### config.mk
export PLATFORM = sky130hd
export DESIGN_NAME = axis_broadcast
export DESIGN_NICKNAME = d
export VERILOG_FILES = /design/src/rtl/axis_broadcast_pkg.sv /design/src/rtl/axis_broadcast_stall_timer.sv /design/src/rtl/axis_broadcast.sv
export SDC_FILE = /design/constraint.sdc
export NUM_CORES = 1
export LEC_CHECK = 0
export CAP_MARGIN = 15
export CORE_ASPECT_RATIO = 1.25
export CORE_MARGIN = 4
export CORE_UTILIZATION = 30
export CTS_BUF_LIST = sky130_fd_sc_hd__clkbuf_4
export DETAILED_ROUTE_END_ITERATION = 8
export DONT_BUFFER_PORTS = 1
export PLACE_DENSITY_LB_ADDON = 0.1
export SLEW_MARGIN = 20
export SYNTH_ARGS = -nofsm -noshare
export SYNTH_HDL_FRONTEND = slang
export SYNTH_HIERARCHICAL = 1
export SYNTH_SLANG_ARGS = --single-unit
### constraint.sdc
create_clock -name clk -period 2.22 [get_ports clk]
set_clock_uncertainty 0.1 [all_clocks]
set_input_delay 0.444 -clock clk [delete_from_list [all_inputs] [get_ports clk]]
set_output_delay 0.444 -clock clk [all_outputs]
set_load 0.05 [all_outputs]
### src/rtl/axis_broadcast_pkg.sv
// ============================================================================
// Module      : axis_broadcast_pkg
// Description : Shared constants and helpers for the AXI-Stream broadcaster.
//               MAX_PORTS   - largest legal N_PORTS
//               DROP_CNT_W  - width of the forced-release counter
//               port_lsb()  - bit offset of a port's tdata slice
// Revision    : 1.0 - initial release
// ============================================================================
`default_nettype none

package axis_broadcast_pkg;

  localparam int MAX_PORTS  = 8;
  localparam int DROP_CNT_W = 16;

  // Lowest bit index of port 'port' inside the flattened m_axis_tdata bus.
  function automatic int unsigned port_lsb(input int unsigned port,
                                           input int unsigned width);
    return port * width;
  endfunction

endpackage

`default_nettype wire

### src/rtl/axis_broadcast_stall_timer.sv
// ============================================================================
// Module      : axis_broadcast_stall_timer
// Description : Watchdog for the broadcaster. Counts cycles in which a beat is
//               held with no new acceptance; after STALL_LIMIT such cycles it
//               forces release of the held beat and bumps a saturating
//               drop counter. Only built with AXIS_BROADCAST_DROP_EN.
// Ports       : clk           in   stream clock
//               rst           in   asynchronous active-low reset
//               stalled       in   beat held and no accept this cycle
//               accept        in   input handshake this cycle
//               force_release out  clear all pending ports on next edge
//               drop_count    out  saturating count of forced releases
// Revision    : 1.0 - initial release
// ============================================================================
`default_nettype none

module axis_broadcast_stall_timer
  import axis_broadcast_pkg::*;
#(
  parameter int STALL_LIMIT = 1024
) (
  input  logic                  clk,
  input  logic                  rst,
  input  logic                  stalled,
  input  logic                  accept,
  output logic                  force_release,
  output logic [DROP_CNT_W-1:0] drop_count
);

  localparam int c_CNT_W = (STALL_LIMIT > 2) ? $clog2(STALL_LIMIT) : 1;
  localparam logic [c_CNT_W-1:0] c_LIMIT_M1 = c_CNT_W'(STALL_LIMIT - 1);

  logic [c_CNT_W-1:0]    stall_cnt_q, stall_cnt_d;
  logic [DROP_CNT_W-1:0] drop_cnt_q,  drop_cnt_d;

  // The counter value c means c stalled edges have elapsed since accept, so
  // the release lands on the STALL_LIMIT-th edge after the accept.
  assign force_release = stalled && (stall_cnt_q == c_LIMIT_M1);
  assign drop_count    = drop_cnt_q;

  always_comb begin
    stall_cnt_d = stall_cnt_q;
    drop_cnt_d  = drop_cnt_q;
    if (accept || force_release) begin
      stall_cnt_d = '0;
    end else if (stalled) begin
      stall_cnt_d = stall_cnt_q + c_CNT_W'(1);
    end
    if (force_release && (drop_cnt_q != '1)) begin
      drop_cnt_d = drop_cnt_q + DROP_CNT_W'(1);
    end
  end

  always_ff @(posedge clk or negedge rst) begin
    if (!rst) begin
      stall_cnt_q <= '0;
      drop_cnt_q  <= '0;
    end else begin
      stall_cnt_q <= stall_cnt_d;
      drop_cnt_q  <= drop_cnt_d;
    end
  end

endmodule

`default_nettype wire

### src/rtl/axis_broadcast.sv
// ============================================================================
// Module      : axis_broadcast
// Description : Lossless AXI-Stream 1:N broadcaster. An accepted beat is held
//               until every port enabled at acceptance has handshaken it;
//               ports complete independently. Optional feature macro
//               AXIS_BROADCAST_DROP_EN adds a stall watchdog that force-
//               releases a wedged beat and exposes drop_count.
// Ports       : clk                in   stream clock
//               rst                in   asynchronous active-low reset
//               s_axis_data_tdata  in   input beat
//               s_axis_data_tvalid in   input valid
//               s_axis_data_tready out  input ready (combinational)
//               port_en            in   per-port enable, sampled on accept
//               m_axis_tdata       out  port i at bits [i*W +: W]
//               m_axis_tvalid      out  per-port valid
//               m_axis_tready      in   per-port ready
//               drop_count         out  forced releases (macro only)
// Revision    : 1.0 - initial release
// ============================================================================
`default_nettype none

module axis_broadcast
  import axis_broadcast_pkg::*;
#(
  parameter int AXIS_TDATA_WIDTH = 32,
  parameter int N_PORTS          = 4,
  parameter int STALL_LIMIT      = 1024
) (
  input  logic                          clk,
  input  logic                          rst,
  input  logic [AXIS_TDATA_WIDTH-1:0]   s_axis_data_tdata,
  input  logic                          s_axis_data_tvalid,
  output logic                          s_axis_data_tready,
  input  logic [N_PORTS-1:0]            port_en,
  output logic [N_PORTS*AXIS_TDATA_WIDTH-1:0] m_axis_tdata,
  output logic [N_PORTS-1:0]            m_axis_tvalid,
  input  logic [N_PORTS-1:0]            m_axis_tready
`ifdef AXIS_BROADCAST_DROP_EN
  ,
  output logic [DROP_CNT_W-1:0]         drop_count
`endif
);

  if ((N_PORTS < 1) || (N_PORTS > MAX_PORTS)) begin : g_bad_ports
    $error("axis_broadcast: N_PORTS out of range");
  end

  logic [AXIS_TDATA_WIDTH-1:0] data_q, data_d;
  logic [N_PORTS-1:0]          pending_q, pending_d;
  logic [N_PORTS-1:0]          done;
  logic                        accept;
  logic                        s_ready;

  // tvalid mirrors pending_q, so a port's handshake only needs its tready.
  assign done    = pending_q & m_axis_tready;
  // Ready as soon as the last outstanding port handshakes this cycle, which
  // allows back-to-back beats; forced low while reset is asserted.
  assign s_ready = rst & ((pending_q & ~done) == '0);
  assign accept  = s_axis_data_tvalid & s_ready;

  assign s_axis_data_tready = s_ready;
  assign m_axis_tvalid      = pending_q;

  for (genvar gi = 0; gi < N_PORTS; gi++) begin : g_port
    assign m_axis_tdata[port_lsb(gi, AXIS_TDATA_WIDTH) +: AXIS_TDATA_WIDTH] = data_q;
  end

`ifdef AXIS_BROADCAST_DROP_EN
  logic force_release;
  logic stalled;

  assign stalled = (pending_q != '0) & ~accept;

  axis_broadcast_stall_timer #(
    .STALL_LIMIT (STALL_LIMIT)
  ) u_stall_timer (
    .clk           (clk),
    .rst           (rst),
    .stalled       (stalled),
    .accept        (accept),
    .force_release (force_release),
    .drop_count    (drop_count)
  );
`else
  logic unused_stall_cfg;
  assign unused_stall_cfg = ^STALL_LIMIT;
`endif

  always_comb begin
    data_d    = data_q;
    pending_d = pending_q & ~done;
    if (accept) begin
      // port_en == 0 leaves pending_d at zero: the beat is silently consumed.
      data_d    = s_axis_data_tdata;
      pending_d = port_en;
    end
`ifdef AXIS_BROADCAST_DROP_EN
    else if (force_release) begin
      pending_d = '0;
    end
`endif
  end

  always_ff @(posedge clk or negedge rst) begin
    if (!rst) begin
      data_q    <= '0;
      pending_q <= '0;
    end else begin
      data_q    <= data_d;
      pending_q <= pending_d;
    end
  end

endmodule

`default_nettype wire

==> run_results.csv, run 1 <==
group,metric,value,unit
detailed_routing,vias,786,
clock_network,post_cts_buffers,0,
detailed_routing,drcViolationCount,0,
synthesis,syn_area_per_cell,11.81,µm²
placement,post-place-cells,172,
floorplanning,floorplan.io_pins,176,
sta,setup_violations,0,
sta,relSlewSlack,0.3536,
setup_path,endpoint_kind,"output pin",
sta,max_freq,488.4,MHz
sta,report.final.hold_viol_count,0,
cells_and_area,final_nets,137,
cells_and_area,area_delta_synth_final,-22.19,%
sta,timing.final.crit_period,2047,ps
placement,finalWeightedCongestion,0.6535,
detailed_routing,postRouteWirelength,3217,µm
detailed_routing,vias_cell,4.295,
cells_and_area,final_cell_count_no_fill,183,
clock_network,clk_pin_slew,110,ps
global_route,grt_first_pass_wirelength,5526,µm
clock_network,clockRootBuffer,"clkbuf_4",
placement,place.port_buffers,0,
setup_path,arrival_time_worst_endpoint,1500,ps
global_route,antenna_found_initial,1,
detailed_routing,avgRoutedWirePerCell,17.58,µm
worst_hold_path,min-delay-path-class,"input pin to flip-flop",
clock_network,clock_tree.htree_level_count,2,
cells_and_area,mostFrequentLayoutCells,"32 x mux2_1, 32 x dfrtp_2, 7 x clkbuf_4, 5 x buf_4",
clock_network,cts_tree,"yes",
synthesis,netlist_instances,179,
floorplanning,placeableCoreArea,0.006689,mm²
synthesis,yosys.area.top_type,"dfrtp_1",
setup_path,worst_setup_path_start_kind,"flip-flop",
floorplanning,start_util,0.3161,
clock_network,cts_sinks,36,
sta,worst_pin_slew,969.6,ps
floorplanning,die_width,83.09,µm
sta,final.setup.tns,0,ps
run,max_cap_violations,0,
detailed_routing,route.antenna.remaining_nets,0,
floorplanning,core.rowCount,33,
global_route,gr-total-overflow,0,
global_route,maximum_number_of_pins_on_one_net_before_global_route_repair,37,
floorplanning,dieHeight,101.9,µm
cells_and_area,drive_gt1_frac,0.5158,
synthesis,synth.ff_latch_count,36,
synthesis,synth_seq_area_share,0.4260,
global_route,vias_in_the_first_global_route,1000,
clock_network,numCtsBuffers,5,
sta,rsz0062_at_grt,"false",
detailed_routing,drt-initial-drc-count,17,
setup_path,critPathMaxFanout,2,
synthesis,synthesis.nets,222,
synthesis,distinct_cells_synth,10,
sta,post-route-period-util,0.9222,
setup_path,path_type_of_the_worst_setup_path,"flip-flop to output pin",
clock_network,cts.path.max_buffers,2,
detailed_routing,drt_pass1_iterations,4,
run_status,status,"finished clean",
clock_network,clk_lat_worst_skew,320,ps
sta,final-max-slew-violation-count,0,
global_route,grtUsageTotal,0.08194,
setup_path,worst_ep_required_time,1680,ps
synthesis,yosysWarnings,6,
synthesis,dominant_cells_by_area_after_synthesis,"dfrtp_1 43%, buf_4 34%, mux2_1 17%",
synthesis,synthDominantCellAreaShare,0.4260,
synthesis,synth.cell_area,0.002115,mm²
floorplanning,dieArea,0.008464,mm²
[sequential cells by signal, indices dropped and copies added, names as in the netlist]
register	flops
m_axis_tvalid	4
data_q	32
[final cells by class]
type | count | area, µm²
clock inverter | 1 | 3.754
antenna | 1 | 2.502
sequential | 36 | 940.9
clock buffer | 7 | 52.55
fill | 733 | 5044
multi-input combinational | 43 | 449.2
tap | 87 | 108.9
timing repair buffer | 8 | 87.58
[synth_stat cells]
master   number
and2_1        1
buf_4        96
dfrtp_1      36
nor4_2        1
buf_6         4
mux2_1       32
a21o_1        4
nor2b_4       1
nor2b_1       3
and3_1        1
[worst max-delay path: stages, from the launching register on]
cell and delay (ps):
dfrtp_1 390, nor2b_1 150, nor4_2 280, and2_1 160, buf_4 190
[final timing paths]
kind / start / to / slack [ps] / cells past startpoint
min in group asynchronous: rst / m_axis_tvalid[2] / 450 / 2
worst max-delay path: m_axis_tvalid[0] / s_axis_data_tready / 170 / 4
worst min register to register: m_axis_tvalid[2] / m_axis_tvalid[2] / 530 / 2
max in group asynchronous: rst / data_q[2] / 1340 / 2
worst max register to register: m_axis_tvalid[0] / data_q[12] / 350 / 5
worst min-delay path: port_en[2] / m_axis_tvalid[2] / 130 / 1
[kinds of logic after synthesis]
| group | synth area share |
|---|---|
| buffers and inverters | 0.3621 |
| DFF | 0.4260 |
| AOI/OAI and AO/OA | 0.01420 |
| muxes | 0.1704 |
| and+or+nand+nor | 0.02722 |
[through the flow]
stage / worst slack (ps) / hold slack [ps] / util / cell area [µm²]
2_1_floorplan: 210.4 / 48.41 / - / 2115
3_3_place_gp: 419.3 / 49.73 / 0.2327 / 1556
3_5_place_dp: 366.8 / 49.73 / 0.2327 / 1556
4_1_cts: 127.2 / 101.5 / 0.2456 / 1643
5_1_grt: 28.15 / 94.88 / 0.2460 / 1645
6_report: 172.6 / 130.3 / 0.2460 / 1645
[layer usage]
layer,GRT usage,vias to the layer above,part of all wire
met2,0.1475,80,0.52
met5,0,-,0
li1,-,309,-
met3,0.04516,7,0.13
met4,0.04151,0,0.023
met1,0.07487,390,0.33
[repair_timing]
action	CTS	global route
endpoints found under the hold margin	36	0
resized for setup	0	0
hold buffers	2	0
Power of run 1 is left out: the tool's default activity adds up to more than one toggle a clock period on the data nets, which glitch-free logic cannot reach.
==> run 2, diff against run 1 <==
--- a/config.mk
+++ b/config.mk
@@ -5,9 +5,7 @@
 export SDC_FILE = /design/constraint.sdc
 export NUM_CORES = 1
 export LEC_CHECK = 0
-export CAP_MARGIN = 15
 export CORE_ASPECT_RATIO = 1.25
-export CORE_MARGIN = 4
 export CORE_UTILIZATION = 30
 export CTS_BUF_LIST = sky130_fd_sc_hd__clkbuf_4
 export DETAILED_ROUTE_END_ITERATION = 8
@@ -16,5 +14,4 @@
 export SLEW_MARGIN = 20
 export SYNTH_ARGS = -nofsm -noshare
 export SYNTH_HDL_FRONTEND = slang
-export SYNTH_HIERARCHICAL = 1
 export SYNTH_SLANG_ARGS = --single-unit
==> run 2 against run 1 <==
  * Cell count fell by 0.55%
  * Synthesized cell count did not move
  * Global-route usage fell by 0.11 points
  * First-iteration DRC count fell by 29%
  * Critical endpoint unchanged
  * Die area fell by 13%
  * Cell area fell by 0.15%
  * Largest cell class unchanged
  * Hold slack got worse by 7.8 ps
  * Sequential share of layout area rose by 0.087 points
  * Wire length fell by 8.2%
  * Non-clock buffer count did not move
  * Register-to-register slack barely moved
  * Setup slack got worse by 4.2 ps
  * Critical path type unchanged
==> run_results.csv, run 2 <==
group,metric,value,unit
cells_and_area,final_nets,137,
cells_and_area,area_delta_synth_final,-22.31,%
floorplanning,placeableCoreArea,0.006689,mm²
clock_network,cts_sinks,36,
cells_and_area,final_cell_count_no_fill,182,
synthesis,syn_area_per_cell,11.81,µm²
setup_path,worstPathCellList,"nor2b_1 -> nor4_2 -> and2_1 -> buf_4",
setup_path,critPathMaxFanout,2,
placement,preCtsSetupSlack,366.8,ps
placement,place.port_buffers,0,
cells_and_area,largest_register_ff_count,32,
detailed_routing,route.antenna.remaining_nets,0,
global_route,grt_first_pass_wirelength,4395,µm
worst_hold_path,whs_endpoint,"m_axis_tvalid[0]",
synthesis,synth.cell_area,0.002115,mm²
floorplanning,start_util,0.3161,
setup_path,path_type_of_the_worst_setup_path,"flip-flop to output pin",
clock_network,post_cts_buffers,0,
setup_path,critPathMaxStageDelay,400,ps
synthesis,yosys.area.top_type,"dfrtp_1",
global_route,maximum_number_of_pins_on_one_net_before_global_route_repair,37,
sta,post-route-period-util,0.9242,
setup_path,rr_startpoint,"m_axis_tvalid[0]",
worst_hold_path,worst_hold_path.num_cells,1,
floorplanning,floorplan.io_pins,176,
sta,final.setup.tns,0,ps
run_status,status,"finished clean",
setup_path,worst_ep_required_time,1680,ps
setup_path,capture_point_of_the_worst_reg_to_reg_path,"data_q[14]",
worst_hold_path,min_from,"port_en[0]",
synthesis,synthArstFlopShare,1.000,
cells_and_area,antenna_cells,0,
setup_path,cp_num_buf_inv,1,
sta,rsz0062_at_grt,"false",
synthesis,synth_seq_area_share,0.4260,
cells_and_area,top_register,"data_q",
cells_and_area,mostFrequentLayoutCells,"32 x mux2_1, 32 x dfrtp_2, 7 x clkbuf_4, 5 x buf_4",
setup_path,timing.reg2reg.setup_slack,350,ps
floorplanning,core.rowCount,33,
detailed_routing,vias_cell,4.236,
clock_network,clk_pin_slew,100,ps
clock_network,cts.path.max_buffers,2,
sta,worst_pin_slew,962.7,ps
sta,relSlewSlack,0.3582,
sta,final-max-slew-violation-count,0,
detailed_routing,drt-initial-drc-count,12,
placement,post-place-cells,172,
sta,final_critical_path_setup_slack,168.4,ps
clock_network,cts_tree,"yes",
clock_network,clk_lat_worst_skew,330,ps
global_route,vias_in_the_first_global_route,917,
clock_network,clockRootBuffer,"clkbuf_4",
detailed_routing,drt_pass1_iterations,3,
worst_hold_path,min-delay-path-class,"input pin to flip-flop",
sta,setup_violations,0,
synthesis,post_synth_most_frequent_cells,"96 x buf_4, 36 x dfrtp_1, 32 x mux2_1",
detailed_routing,drcViolationCount,0,
synthesis,synth_edf_count,0,
clock_network,numCtsBuffers,5,
setup_path,endpoint_kind,"output pin",
cells_and_area,drive_gt1_frac,0.5158,
detailed_routing,avgRoutedWirePerCell,16.23,µm
sta,max_freq,487.4,MHz
detailed_routing,vias,771,
setup_path,ff2ff_path_depth,5,
synthesis,main_synth_ff_type,"dfrtp_1",
setup_path,arrival_time_worst_endpoint,1510,ps
setup_path,critical-path-slowest-cell,"dfrtp_1",
global_route,antenna_found_initial,0,
setup_path,path_delay_family,"simple AND/OR/NAND/NOR gates",
placement,dp_hpwl,2028,µm
global_route,grtUsageTotal,0.08084,
synthesis,synthDominantCellAreaShare,0.4260,
sta,timing.final.crit_period,2052,ps
floorplanning,dieArea,0.007390,mm²
synthesis,yosysWarnings,0,
placement,finalWeightedCongestion,0.6382,
synthesis,synthesis.nets,222,
global_route,gr-total-overflow,0,
synthesis,dominant_cells_by_area_after_synthesis,"dfrtp_1 43%, buf_4 34%, mux2_1 17%",
detailed_routing,postRouteWirelength,2953,µm
synthesis,netlist_instances,179,
cells_and_area,nFillCells,721,
floorplanning,die_width,77.09,µm
floorplanning,dieHeight,95.87,µm
run,max_cap_violations,0,
synthesis,distinct_cells_synth,10,
clock_network,clock_tree.htree_level_count,2,
synthesis,synth.ff_latch_count,36,
sta,report.final.hold_viol_count,0,
synthesis,yosysMostFrequentCell,"buf_4",
setup_path,worst_setup_path_start_kind,"flip-flop",
[run 2: cell counts after synthesis]
No cell type changed its count.
[run 2: stage by stage]
step             util  area, µm²  hold WS [ps]
2_1_floorplan       -       2115         48.41
3_3_place_gp   0.2327       1556         49.46
3_5_place_dp   0.2327       1556         49.28
4_1_cts        0.2456       1643         99.94
5_1_grt        0.2456       1643         91.04
6_report       0.2456       1643         122.4
[run 2: final cells by class]
type	count	area, µm²	share of cell area
Sequential cell	36	940.9	0.5727
Clock buffer	7	52.55	0.03199
Timing Repair Buffer	8	87.58	0.05331
Clock inverter	1	3.754	0.002285
Multi-Input combinational cell	43	449.2	0.2734
Tap cell	87	108.9	0.06626
[run 2: metal layers]
metal | global-route usage | up-vias | share of wire
met4 | 0.04560 | 0 | 0.020
met3 | 0.03697 | 7 | 0.11
li1 | - | 307 | -
met5 | 0 | - | 0
met1 | 0.06721 | 367 | 0.31
met2 | 0.1577 | 90 | 0.55
[run 2: cells by family (layout without fill, tap and decap cells)]
| logic type | count (synthesis) | after routing | share of synthesized area |
|---|---|---|---|
| multiplexers | 32 | 32 | 0.1704 |
| buffers and inverters | 100 | 16 | 0.3621 |
| AND/OR/NAND/NOR | 7 | 7 | 0.02722 |
| flip-flops | 36 | 36 | 0.4260 |
| AO/OA/AOI/OAI | 4 | 4 | 0.01420 |
[run 2: what timing repair did]
item,CTS,global route
resized for setup,0,0
hold buffers,2,0
endpoints found under the hold margin,36,0
[run 2: how the worst max path moves through the flow]
stage | from | end | slack, ps | depth (start not counted)
3_5_place_dp | m_axis_tvalid[0] | data_q[13] | 370 | 5
2_1_floorplan | m_axis_tvalid[0] | s_axis_data_tready | 210 | 3
3_3_place_gp | m_axis_tvalid[0] | data_q[2] | 440 | 5
6_report | m_axis_tvalid[0] | s_axis_data_tready | 170 | 4
4_1_cts | m_axis_tvalid[0] | s_axis_data_tready | 140 | 4
5_1_grt | m_axis_tvalid[2] | s_axis_data_tready | 90 | 4
[run 2: worst register-to-register path: cells and delay by family (launching register included)]
family        cells  cell delay, ps
mux               1             370
buf+inv           1             220
simple gates      3             670
flops             1             400
Power of run 2 is left out for the same reason.
==> run 3, diff against run 2 <==
--- a/config.mk
+++ b/config.mk
@@ -11,6 +11,7 @@
 export DETAILED_ROUTE_END_ITERATION = 8
 export DONT_BUFFER_PORTS = 1
 export PLACE_DENSITY_LB_ADDON = 0.1
+export REMOVE_ABC_BUFFERS = 1
 export SLEW_MARGIN = 20
 export SYNTH_ARGS = -nofsm -noshare
 export SYNTH_HDL_FRONTEND = slang
==> run 3 against run 2 <==
  * Fmax up 1.6%
  * Largest cell class unchanged
  * Via count rose by 2.1%
  * Hold slack better by 1.6 ps
  * Cell count grew 0.55%
  * Non-clock buffer count grew 1
  * Global-route usage increased by 0.36 points
  * Cell area fell by 0.53%
==> run_results.csv, run 3 (synthesis results as in run 2) <==
group,metric,value,unit
setup_path,critPathMaxStageDelay,390,ps
cells_and_area,antenna_cells,0,
detailed_routing,route.antenna.remaining_nets,0,
placement,dp_hpwl,2175,µm
clock_network,post_cts_buffers,0,
floorplanning,start_util,0.3161,
setup_path,path_type_of_the_worst_setup_path,"flip-flop to output pin",
sta,setup_violations,0,
cells_and_area,top_register,"data_q",
cells_and_area,area_delta_synth_final,-22.72,%
setup_path,arrival_time_worst_endpoint,1480,ps
setup_path,critPathMaxFanout,2,
sta,report.final.hold_viol_count,0,
placement,place.port_buffers,0,
clock_network,clockRootBuffer,"clkbuf_4",
global_route,gr-total-overflow,0,
clock_network,ctsResizeCount,0,
floorplanning,die_width,77.09,µm
placement,finalWeightedCongestion,0.7210,
detailed_routing,drt_pass1_iterations,4,
setup_path,worst_ep_required_time,1680,ps
worst_hold_path,min-delay-path-class,"input pin to flip-flop",
global_route,maximum_number_of_pins_on_one_net_before_global_route_repair,37,
sta,whs,124.0,ps
sta,post-route-period-util,0.9098,
cells_and_area,layout.cell_area.non_filler,0.001634,mm²
global_route,vias_in_the_first_global_route,891,
cells_and_area,nFillCells,719,
sta,max_freq,495.1,MHz
cells_and_area,largest_register_ff_count,32,
floorplanning,floorplan.io_pins,176,
setup_path,worst_setup_path_start_kind,"flip-flop",
detailed_routing,route.met3.wl,257,µm
clock_network,numCtsBuffers,5,
run,max_cap_violations,0,
global_route,antenna_found_initial,0,
clock_network,clk_pin_slew,110,ps
cells_and_area,mostFrequentLayoutCells,"32 x mux2_1, 32 x dfrtp_2, 7 x buf_4, 6 x clkbuf_4",
global_route,grt_first_pass_wirelength,4478,µm
floorplanning,dieHeight,95.87,µm
sta,rsz0062_at_grt,"false",
sta,worst_pin_slew,970.3,ps
cells_and_area,multiInputGateArea,449.2,µm²
clock_network,cts_tree,"yes",
run_status,status,"finished clean",
floorplanning,core.rowCount,33,
detailed_routing,vias,787,
sta,relSlewSlack,0.3531,
detailed_routing,avgRoutedWirePerCell,17.26,µm
setup_path,endpoint_kind,"output pin",
clock_network,clock_tree.htree_level_count,2,
clock_network,post_cts_hold_buffer_count,2,
detailed_routing,drt-initial-drc-count,31,
sta,final-max-slew-violation-count,0,
detailed_routing,route.layer.met1.wl,1056,µm
setup_path,worstPathCellList,"nor2b_1 -> nor4_2 -> and2_1 -> buf_4",
detailed_routing,met2RoutedLength,1761,µm
setup_path,critical-path-slowest-cell,"dfrtp_1",
detailed_routing,top_signal_layer_used,"met4",
clock_network,cts.path.max_buffers,2,
clock_network,clk_lat_worst_skew,330,ps
cells_and_area,final_nets,138,
placement,place_area,0.001551,mm²
detailed_routing,postRouteWirelength,3159,µm
cells_and_area,drive_gt1_frac,0.5104,
sta,timing.final.crit_period,2020,ps
detailed_routing,drcViolationCount,0,
cells_and_area,sequential_cell_area,940.9,µm²
global_route,grtUsageTotal,0.08441,
floorplanning,dieArea,0.007390,mm²
detailed_routing,vias_cell,4.301,
floorplanning,placeableCoreArea,0.006689,mm²
clock_network,cts_sinks,36,
run 3: cell types whose count changed in the layout (fill, tap and decap cells not counted):
cell	before	now
buf_4	5	7
clkbuf_4	7	6
buf_12	2	1
clkinv_1	1	2
run 3: layout make-up:
cell class / instances / area share
clock buffer: 6 / 0.02757
timing repair buffer: 9 / 0.05054
multi-input combinational: 43 / 0.2749
clock inverter: 2 / 0.004594
sequential: 36 / 0.5758
tap: 87 / 0.06662
run 3: per-stage QoR:
stage | setup WS [ps] | cells | TNS, ps | util
after global placement | 386.5 | 173 | 0 | 0.2319
after detailed placement | 307.0 | 173 | 0 | 0.2319
after global routing | 70.66 | 183 | 0 | 0.2443
after floorplan | -366.6 | 79 | -12310 | -
after CTS | 169.2 | 183 | 0 | 0.2443
final | 200.2 | 183 | 0 | 0.2443
run 3: per-layer routing:
metal / vias up / GRT usage
met4: 0 / 0.05660
met5: - / 0
li1: 309 / -
met2: 66 / 0.1563
met3: 5 / 0.03128
met1: 407 / 0.07796
run 3: worst max-delay path: cells and delay by family (launching register included):
kind | cells | cell delay (ps)
and+or+nand+nor | 3 | 570
DFF | 1 | 390
buffers and inverters | 1 | 190
run 3: worst paths after layout:
| path | slack (ps) | start | to | cells after the start |
|---|---|---|---|---|
| worst max-delay path | 200 | m_axis_tvalid[0] | s_axis_data_tready | 4 |
| worst min register to register | 540 | m_axis_tvalid[2] | m_axis_tvalid[2] | 2 |
| worst min-delay path | 120 | port_en[3] | m_axis_tvalid[3] | 1 |
| min in group asynchronous | 450 | rst | data_q[26] | 2 |
| max in group asynchronous | 1370 | rst | data_q[27] | 2 |
| worst max register to register | 330 | m_axis_tvalid[0] | data_q[25] | 5 |
Power of run 3 is left out for the same reason.
